==> config.mk <==
export PLATFORM = sky130hd
export DESIGN_NAME = regfile_access_ctrl_flat
export DESIGN_NICKNAME = d
export VERILOG_FILES = /design/src/rtl/regfile_access_ctrl_if.sv /design/src/rtl/regfile_access_ctrl.sv /design/src/flat_wrapper.sv
export SDC_FILE = /design/constraint.sdc
export NUM_CORES = 1
export LEC_CHECK = 0
export BUFFER_PORTS_ARGS = -buffer_cell sky130_fd_sc_hd__buf_2
export CORE_MARGIN = 2
export CORE_UTILIZATION = 49
export DETAILED_ROUTE_END_ITERATION = 10
export PLACE_DENSITY_LB_ADDON = 0.1
export SYNTH_ARGS = -nofsm -noshare
export SYNTH_HDL_FRONTEND = slang
export SYNTH_SLANG_ARGS = --single-unit
==> constraint.sdc <==
create_clock -name clk -period 7.95 [get_ports clk]
set_clock_uncertainty 0.2 [all_clocks]
set_input_delay 0 -clock clk [delete_from_list [all_inputs] [get_ports clk]]
set_output_delay 0 -clock clk [all_outputs]
set_load 0.005 [all_outputs]
==> src/rtl/regfile_access_ctrl_if.sv <==
// Signal bundle between the register-file access controller and its neighbours:
// instruction request, ALU operand hand-off, result writeback and register-file ports.
interface regfile_access_ctrl_if #(
  parameter int DATA_W = 32,
  parameter int ADDR_W = 5
);
  logic              req_valid;
  logic              req_ready;
  logic [ADDR_W-1:0] req_rs;
  logic [ADDR_W-1:0] req_rt;
  logic [ADDR_W-1:0] req_rd;
  logic              req_wb;

  logic              ops_valid;
  logic              ops_ready;
  logic [DATA_W-1:0] operand_a;
  logic [DATA_W-1:0] operand_b;

  logic              wb_valid;
  logic              wb_ready;
  logic [DATA_W-1:0] wb_data;

  logic [ADDR_W-1:0] rf_raddr0;
  logic [ADDR_W-1:0] rf_raddr1;
  logic [DATA_W-1:0] rf_rdata0;
  logic [DATA_W-1:0] rf_rdata1;
  logic [ADDR_W-1:0] rf_waddr;
  logic              rf_wen;
  logic [DATA_W-1:0] rf_wdata;

  logic              busy;

  modport master (
    input  req_valid, req_rs, req_rt, req_rd, req_wb,
    output req_ready,
    output ops_valid, operand_a, operand_b,
    input  ops_ready,
    input  wb_valid, wb_data,
    output wb_ready,
    output rf_raddr0, rf_raddr1, rf_waddr, rf_wen, rf_wdata,
    input  rf_rdata0, rf_rdata1,
    output busy
  );

  modport slave (
    output req_valid, req_rs, req_rt, req_rd, req_wb,
    input  req_ready,
    input  ops_valid, operand_a, operand_b,
    output ops_ready,
    output wb_valid, wb_data,
    input  wb_ready,
    input  rf_raddr0, rf_raddr1, rf_waddr, rf_wen, rf_wdata,
    output rf_rdata0, rf_rdata1,
    input  busy
  );
endinterface

==> src/rtl/regfile_access_ctrl.sv <==
// Register-file access sequencer: fetches two operands, hands them to the ALU,
// then optionally writes the returned result back in a single-cycle pulse.
module regfile_access_ctrl #(
  parameter int DATA_W    = 32,
  parameter int ADDR_W    = 5,
  parameter bit ZERO_PROT = 1'b1
) (
  input logic                   clk,
  input logic                   reset,
  regfile_access_ctrl_if.master bus
);

  typedef enum logic [2:0] {
    IDLE    = 3'd0,
    FETCH   = 3'd1,
    HOLD    = 3'd2,
    WAIT_WB = 3'd3,
    WRITE   = 3'd4
  } state_t;

  state_t state, state_nxt;

  logic [ADDR_W-1:0] rs_p0, rt_p0, rd_p0;
  logic              wb_p0;
  logic [DATA_W-1:0] operand_a_p1, operand_b_p1;
  logic              vld_p1;
  logic [ADDR_W-1:0] waddr_p2;
  logic [DATA_W-1:0] wdata_p2;
  logic              req_fire, wb_fire;

  function automatic logic write_allowed(input logic [ADDR_W-1:0] addr);
    return !(ZERO_PROT && (addr == '0));
  endfunction

  always_ff @(posedge clk or posedge reset) begin
    if (reset) state <= IDLE;
    else       state <= state_nxt;
  end

  always_comb begin
    state_nxt = state;
    req_fire  = 1'b0;
    wb_fire   = 1'b0;
    case (state)
      IDLE: begin
        if (bus.req_valid) begin
          req_fire  = 1'b1;
          state_nxt = FETCH;
        end
      end
      FETCH: state_nxt = HOLD;
      HOLD: begin
        if (bus.ops_ready) state_nxt = wb_p0 ? WAIT_WB : IDLE;
      end
      WAIT_WB: begin
        if (bus.wb_valid) begin
          wb_fire   = 1'b1;
          state_nxt = WRITE;
        end
      end
      WRITE:   state_nxt = IDLE;
      default: state_nxt = IDLE;
    endcase
  end

  // p0: instruction fields captured on request accept
  always_ff @(posedge clk or posedge reset) begin
    if (reset) begin
      rs_p0 <= '0;
      rt_p0 <= '0;
      rd_p0 <= '0;
      wb_p0 <= 1'b0;
    end else if (req_fire) begin
      rs_p0 <= bus.req_rs;
      rt_p0 <= bus.req_rt;
      rd_p0 <= bus.req_rd;
      wb_p0 <= bus.req_wb;
    end
  end

  // p1: operands sampled from the combinational read ports at the end of FETCH
  always_ff @(posedge clk or posedge reset) begin
    if (reset) begin
      operand_a_p1 <= '0;
      operand_b_p1 <= '0;
    end else if (state == FETCH) begin
      operand_a_p1 <= bus.rf_rdata0;
      operand_b_p1 <= bus.rf_rdata1;
    end
  end

  assign vld_p1 = (state == HOLD);

  // p2: result and destination held steady through the WRITE cycle and beyond
  always_ff @(posedge clk or posedge reset) begin
    if (reset) begin
      waddr_p2 <= '0;
      wdata_p2 <= '0;
    end else if (wb_fire) begin
      waddr_p2 <= rd_p0;
      wdata_p2 <= bus.wb_data;
    end
  end

  assign bus.req_ready = (state == IDLE);
  assign bus.ops_valid = vld_p1;
  assign bus.operand_a = operand_a_p1;
  assign bus.operand_b = operand_b_p1;
  assign bus.wb_ready  = (state == WAIT_WB);
  assign bus.busy      = (state != IDLE);

  // Read port 0 shows the destination during WRITE so a bypass/debug reader can observe it.
  assign bus.rf_raddr0 = (state == WRITE) ? rd_p0 : rs_p0;
  assign bus.rf_raddr1 = rt_p0;
  assign bus.rf_waddr  = waddr_p2;
  assign bus.rf_wdata  = wdata_p2;
  assign bus.rf_wen    = (state == WRITE) && write_allowed(waddr_p2);

endmodule
==> src/flat_wrapper.sv <==
// flat-port wrapper written by rule: the top's interface ports become plain ports
module regfile_access_ctrl_flat 
#(
  parameter int DATA_W    = 32,
  parameter int ADDR_W    = 5,
  parameter bit ZERO_PROT = 1'b1
)
  (clk, reset, bus_req_valid, bus_req_rs, bus_req_rt, bus_req_rd, bus_req_wb, bus_req_ready, bus_ops_valid, bus_operand_a, bus_operand_b, bus_ops_ready, bus_wb_valid, bus_wb_data, bus_wb_ready, bus_rf_raddr0, bus_rf_raddr1, bus_rf_waddr, bus_rf_wen, bus_rf_wdata, bus_rf_rdata0, bus_rf_rdata1, bus_busy);
  regfile_access_ctrl_if #(.DATA_W(DATA_W), .ADDR_W(ADDR_W)) bus_i ();
  input logic clk;
  input logic reset;
  input wire logic [$bits(bus_i.req_valid)-1:0] bus_req_valid;
  input wire logic [$bits(bus_i.req_rs)-1:0] bus_req_rs;
  input wire logic [$bits(bus_i.req_rt)-1:0] bus_req_rt;
  input wire logic [$bits(bus_i.req_rd)-1:0] bus_req_rd;
  input wire logic [$bits(bus_i.req_wb)-1:0] bus_req_wb;
  output wire logic [$bits(bus_i.req_ready)-1:0] bus_req_ready;
  output wire logic [$bits(bus_i.ops_valid)-1:0] bus_ops_valid;
  output wire logic [$bits(bus_i.operand_a)-1:0] bus_operand_a;
  output wire logic [$bits(bus_i.operand_b)-1:0] bus_operand_b;
  input wire logic [$bits(bus_i.ops_ready)-1:0] bus_ops_ready;
  input wire logic [$bits(bus_i.wb_valid)-1:0] bus_wb_valid;
  input wire logic [$bits(bus_i.wb_data)-1:0] bus_wb_data;
  output wire logic [$bits(bus_i.wb_ready)-1:0] bus_wb_ready;
  output wire logic [$bits(bus_i.rf_raddr0)-1:0] bus_rf_raddr0;
  output wire logic [$bits(bus_i.rf_raddr1)-1:0] bus_rf_raddr1;
  output wire logic [$bits(bus_i.rf_waddr)-1:0] bus_rf_waddr;
  output wire logic [$bits(bus_i.rf_wen)-1:0] bus_rf_wen;
  output wire logic [$bits(bus_i.rf_wdata)-1:0] bus_rf_wdata;
  input wire logic [$bits(bus_i.rf_rdata0)-1:0] bus_rf_rdata0;
  input wire logic [$bits(bus_i.rf_rdata1)-1:0] bus_rf_rdata1;
  output wire logic [$bits(bus_i.busy)-1:0] bus_busy;
  assign bus_i.req_valid = bus_req_valid;
  assign bus_i.req_rs = bus_req_rs;
  assign bus_i.req_rt = bus_req_rt;
  assign bus_i.req_rd = bus_req_rd;
  assign bus_i.req_wb = bus_req_wb;
  assign bus_req_ready = bus_i.req_ready;
  assign bus_ops_valid = bus_i.ops_valid;
  assign bus_operand_a = bus_i.operand_a;
  assign bus_operand_b = bus_i.operand_b;
  assign bus_i.ops_ready = bus_ops_ready;
  assign bus_i.wb_valid = bus_wb_valid;
  assign bus_i.wb_data = bus_wb_data;
  assign bus_wb_ready = bus_i.wb_ready;
  assign bus_rf_raddr0 = bus_i.rf_raddr0;
  assign bus_rf_raddr1 = bus_i.rf_raddr1;
  assign bus_rf_waddr = bus_i.rf_waddr;
  assign bus_rf_wen = bus_i.rf_wen;
  assign bus_rf_wdata = bus_i.rf_wdata;
  assign bus_i.rf_rdata0 = bus_rf_rdata0;
  assign bus_i.rf_rdata1 = bus_rf_rdata1;
  assign bus_busy = bus_i.busy;
  regfile_access_ctrl #(.DATA_W(DATA_W), .ADDR_W(ADDR_W), .ZERO_PROT(ZERO_PROT)) u_core (.clk(clk), .reset(reset), .bus(bus_i));
endmodule
# Word level (Yosys, flattened, before mapping)
# Index checks and enable logic that the tools add are counted.
[word_totals]
reg_bits = 120
out_inout_bits = 116
elab_cells = 32
[classes]
eq_ne = 7
mux = 10
n_reduce_logical = 6
[op_table]
columns = ["op", "n"]
rows = [
  ["3-bit one-hot mux with 4 select lines", 1],
  ["3-bit 2-to-1 mux", 3],
  ["3-bit by 2-bit equality test with 1-bit output, second input constant", 2],
  ["5-bit logical NOT", 1],
  ["5-bit 2-to-1 mux", 1],
  ["1-bit 2-to-1 mux", 4],
  ["2-bit != test, second input constant", 2],
  ["3-bit by 1-bit equality test with 1-bit output, second input constant", 1],
  ["3-bit equality test, second input constant", 1],
  ["3-bit logical NOT", 1],
  ["3-bit AND reduction", 1],
  ["3-bit nonzero test", 1],
  ["2-bit 2-to-1 mux", 1],
  ["2-bit by 1-bit != test with 1-bit output, second input constant", 1],
  ["1-bit logical AND", 1],
  ["1-bit logical NOT", 1],
]

# Depth between registers and ports, before layout
[logic_depth]
depth_word = 3
ltp_mapped = 6
depth_no_buf = 3

# Worst setup path after synthesis
# OpenSTA, ideal clock, no wires.
[synth_timing]
path_kind = "flip-flop to flip-flop"
start = "reg u_core.state[2]"
end = "reg u_core.operand_a_p1[10] (netlist: u_core.bus.operand_a[10])"
setup_ns = 0.125
arrival_time_ns = 1.501
path_slack_ns = 6.124
stages_incl_launch_ff = 5
n_path_buf = 1
synth_period_minus_slack_ns = 1.826
path_cell_list = "dfrtp_1 > nand2b_4 > nor2_2 > buf_4 > mux2_2"
[synth_between]
elab_chain_len = 1
[synth_rtl]
columns = ["item", "line_no", "text"]
rows = [
  ["start, declared", "regfile_access_ctrl.sv:21", "state_t state, state_nxt;"],
  ["start signal, assigned", "regfile_access_ctrl.sv:37", "else state <= state_nxt;"],
  ["3-bit by 1-bit equality test with 1-bit output", "regfile_access_ctrl.sv:86", "end else if (state == FETCH) begin"],
  ["end signal, assigned", "regfile_access_ctrl.sv:87", "operand_a_p1 <= bus.rf_rdata0;"],
  ["end, declared", "regfile_access_ctrl.sv:25", "logic [DATA_W-1:0] operand_a_p1, operand_b_p1;"],
]
# No other way between the ends.
# A chain may end at the register's enable or synchronous reset.

# Worst setup path in the final report
[layout_timing]
start = "reg u_core.state[0]"
end = "out bus_rf_raddr0[0]"
[layout_between]
elab_chain_len = 2
[layout_rtl]
columns = ["item", "line_no", "text"]
rows = [
  ["3-bit equality test", "regfile_access_ctrl.sv:113", "assign bus.rf_raddr0 = (state == WRITE) ? rd_p0 : rs_p0;"],
  ["5-bit 2-to-1 mux", "regfile_access_ctrl.sv:113", ""],
  ["end, declared", "flat_wrapper.sv:25", "output wire logic [$bits(bus_i.rf_raddr0)-1:0] bus_rf_raddr0;"],
]
# No other way between the ends.

==> impl_metrics.json <==
{
  "status": "complete, but fails checks",
  "violations": "negative hold slack",
  "hold_class": "input port to async pin",
  "final_common_cell": "buf_2",
  "cts_made_buffers": 17,
  "crit_family": "simple AND/OR/NAND/NOR gates",
  "regArea_sq_um": 3000,
  "cellPowerDensity_nw_per_um2": 375,
  "dp_cells": 629,
  "grt_remaining_overflow": 0,
  "cap_violations": 0,
  "path_buf_inv": 1,
  "drc_errors": 0,
  "pwr-share-seq": 0.387,
  "clk_pin_slew_worst_paths_ns": 0.06,
  "worstPathArrival_ns": 2.06,
  "yosys_warnings": 0,
  "final_util": 0.825,
  "synth_flop_cell": "dfrtp_1",
  "worstSetupPathType": "register to primary output",
  "cts-root-buf": "clkbuf_8",
  "end_kind": "primary output",
  "slowest_delay_ns": 0.53,
  "ctsLongestPathBuffers": 2,
  "fillers": 515,
  "synth_edf_count": 0,
  "grt_pass1_vias": 4025,
  "rsz0062_at_grt": "false",
  "worst_path_max_delay_cell": "nor3b_2",
  "synth_fp_nets": 395,
  "crit_path_max_fanout": 9,
  "die_y_um": 101,
  "port_buffers": 232,
  "rows": 35,
  "clock_latency_ns": 0.49,
  "dieWidth_um": 101,
  "setup_viol": 0,
  "area_growth_pct": 63.7,
  "core_sq_um": 9240,
  "slew_viol_final": 0,
  "drtPass1Iterations": 4,
  "fin_tns_setup_ns": 0,
  "fin_crit_ns": 2.26,
  "p_int_mw": 2.02,
  "io_pins": 233,
  "switching_share": 0.294,
  "antenna_left": 0,
  "antenna_found_initial": 0,
  "clkSinkCount": 120,
  "crit_chain": "nor3b_2 -> mux2_2 -> buf_2",
  "netlist_area_sq_um": 4660,
  "worstMarginPinSlew_ns": 0.846,
  "p_clk_frac": 0.250,
  "dpl.hpwl_um": 7540,
  "multi_input_area_sq_um": 1520,
  "gp_congestion": 0.759,
  "final_cell_mix": "232 x buf_2, 121 x mux2_2, 120 x dfrtp_1",
  "synth_cell_types": 23,
  "nNetsFinal": 753,
  "ys_ff_latch": 120,
  "worstPathRequired_ns": 7.75,
  "switching_power_mw": 0.841,
  "htree_levels": 4,
  "finalHoldViolCount": 55,
  "grt_max_degree": 66,
  "final_layout_size_suffix_gt1_frac": 0.606,
  "grt_pass1_wl_um": 19800,
  "relSlewSlack": 0.435,
  "die_area_sq_um": 10300,
  "cts_tree": "done",
  "leakage_nw": 3.69,
  "detail_route.vias_per_cell": 4.78,
  "diodes": 0,
  "ys_seq_area_frac": 0.645,
  "drt-initial-drc-count": 85,
  "power_mw": 2.86,
  "peakVddDrop_uv": 212,
  "globalRouteTotalUtil": 0.254,
  "vias": 3712,
  "whs_ns": -0.0188,
  "async_flop_share": 1.00,
  "start_util": 0.504,
  "critPathLaunchType": "register",
  "period_share": 0.284,
  "combPwrFrac": 0.363,
  "routed_wl_um": 12800,
  "fmax_mhz": 443,
  "synth_cells": 278,
  "final_cells": 776,
  "routedWlPerCell_um": 16.5,
  "syn_area_per_cell_sq_um": 16.7
}
-- state kept, by name, summed over array words and instances, names as in the netlist --
register              count
u_core.bus.rf_waddr       5
u_core.bus.rf_raddr1      5
u_core.bus.rf_wdata      32
u_core.wb_p0              1
u_core.bus.operand_a     32
u_core.rs_p0              5
u_core.rd_p0              5
u_core.state              3
u_core.bus.operand_b     32
-- metrics by stage --
stage | area [sq um] | setup slack, ns
after floorplan | 4660 | 4.56
after global placement | 5890 | 5.87
after detailed placement | 5890 | 5.82
after CTS | 7620 | 5.66
after global routing | 7620 | 5.57
final | 7620 | 5.69
-- kinds of logic (layout without fill, tap and decap cells) --
kind of cell,after synthesis,count (layout),synth area share
AOI/OAI and AO/OA,5,5,0.00752
DFF,120,120,0.645
muxes,122,122,0.296
and+or+nand+nor,13,13,0.0220
buffers and inverters,18,387,0.0296
-- layer usage --
metal | up-vias | track usage | routed length, um | share of wire
met5 | - | 0 | 0 | 0
met1 | 1835 | 0.276 | 4700 | 0.37
li1 | 1696 | - | - | -
met2 | 159 | 0.456 | 6860 | 0.53
met3 | 22 | 0.0904 | 990 | 0.077
met4 | 0 | 0.0904 | 276 | 0.022
-- path summary, 6_finish.rpt --
kind | startpoint | slack [ns] | depth (start not counted) | to
max in group asynchronous | reset | 6.31 | 4 | u_core.state[1]
min | reset | -0.02 | 3 | u_core.bus.operand_a[1]
min in group clk | bus_req_valid | 0.05 | 4 | u_core.rs_p0[2]
max | u_core.state[0] | 5.69 | 3 | bus_rf_raddr0[0]
min reg2reg | u_core.bus.operand_a[11] | 0.30 | 1 | u_core.bus.operand_a[11]
max reg2reg | u_core.state[0] | 5.79 | 4 | u_core.bus.operand_a[10]
-- timing repair --
item | 4_1_cts | 5_1_grt
setup buffers | 0 | 0
hold buffers | 117 | 0
hold endpoints to repair | 169 | 0
resized for setup | 0 | 0
-- cell usage after synthesis (2+ instances only) --
cell,n,area share
buf_2,2,0.0022
buf_4,4,0.0065
buf_6,7,0.017
dfrtp_1,120,0.64
inv_1,5,0.0040
mux2_2,121,0.29
nand2_1,2,0.0016
nor3_1,2,0.0022
-- power by group through the flow --
stage	logic, mW	registers, mW	clock network [mW]
after floorplan	0.562	1.10	0
after global placement	0.947	1.08	0
after detailed placement	0.974	1.10	0
after CTS	1.03	1.10	0.729
after global routing	1.12	1.15	0.758
final	1.04	1.11	0.716
-- worst reg2reg max path: cells and delay by family (launching register included) --
kind,cells,cell delay (ns)
AND/OR/NAND/NOR,2,0.18
multiplexers,1,0.47
flip-flops,1,0.56
buffers and inverters,1,0.63
-- layout make-up --
cell class                      instances  area share
Tap cell                              129      0.0212
Clock buffer                           21      0.0603
Clock inverter                          9      0.0131
Inverter                                5     0.00279
Sequential cell                       120       0.394
Multi-Input combinational cell        140       0.200
Timing Repair Buffer                  352       0.309
No activity file was read; power rests on OpenSTA's default activity.
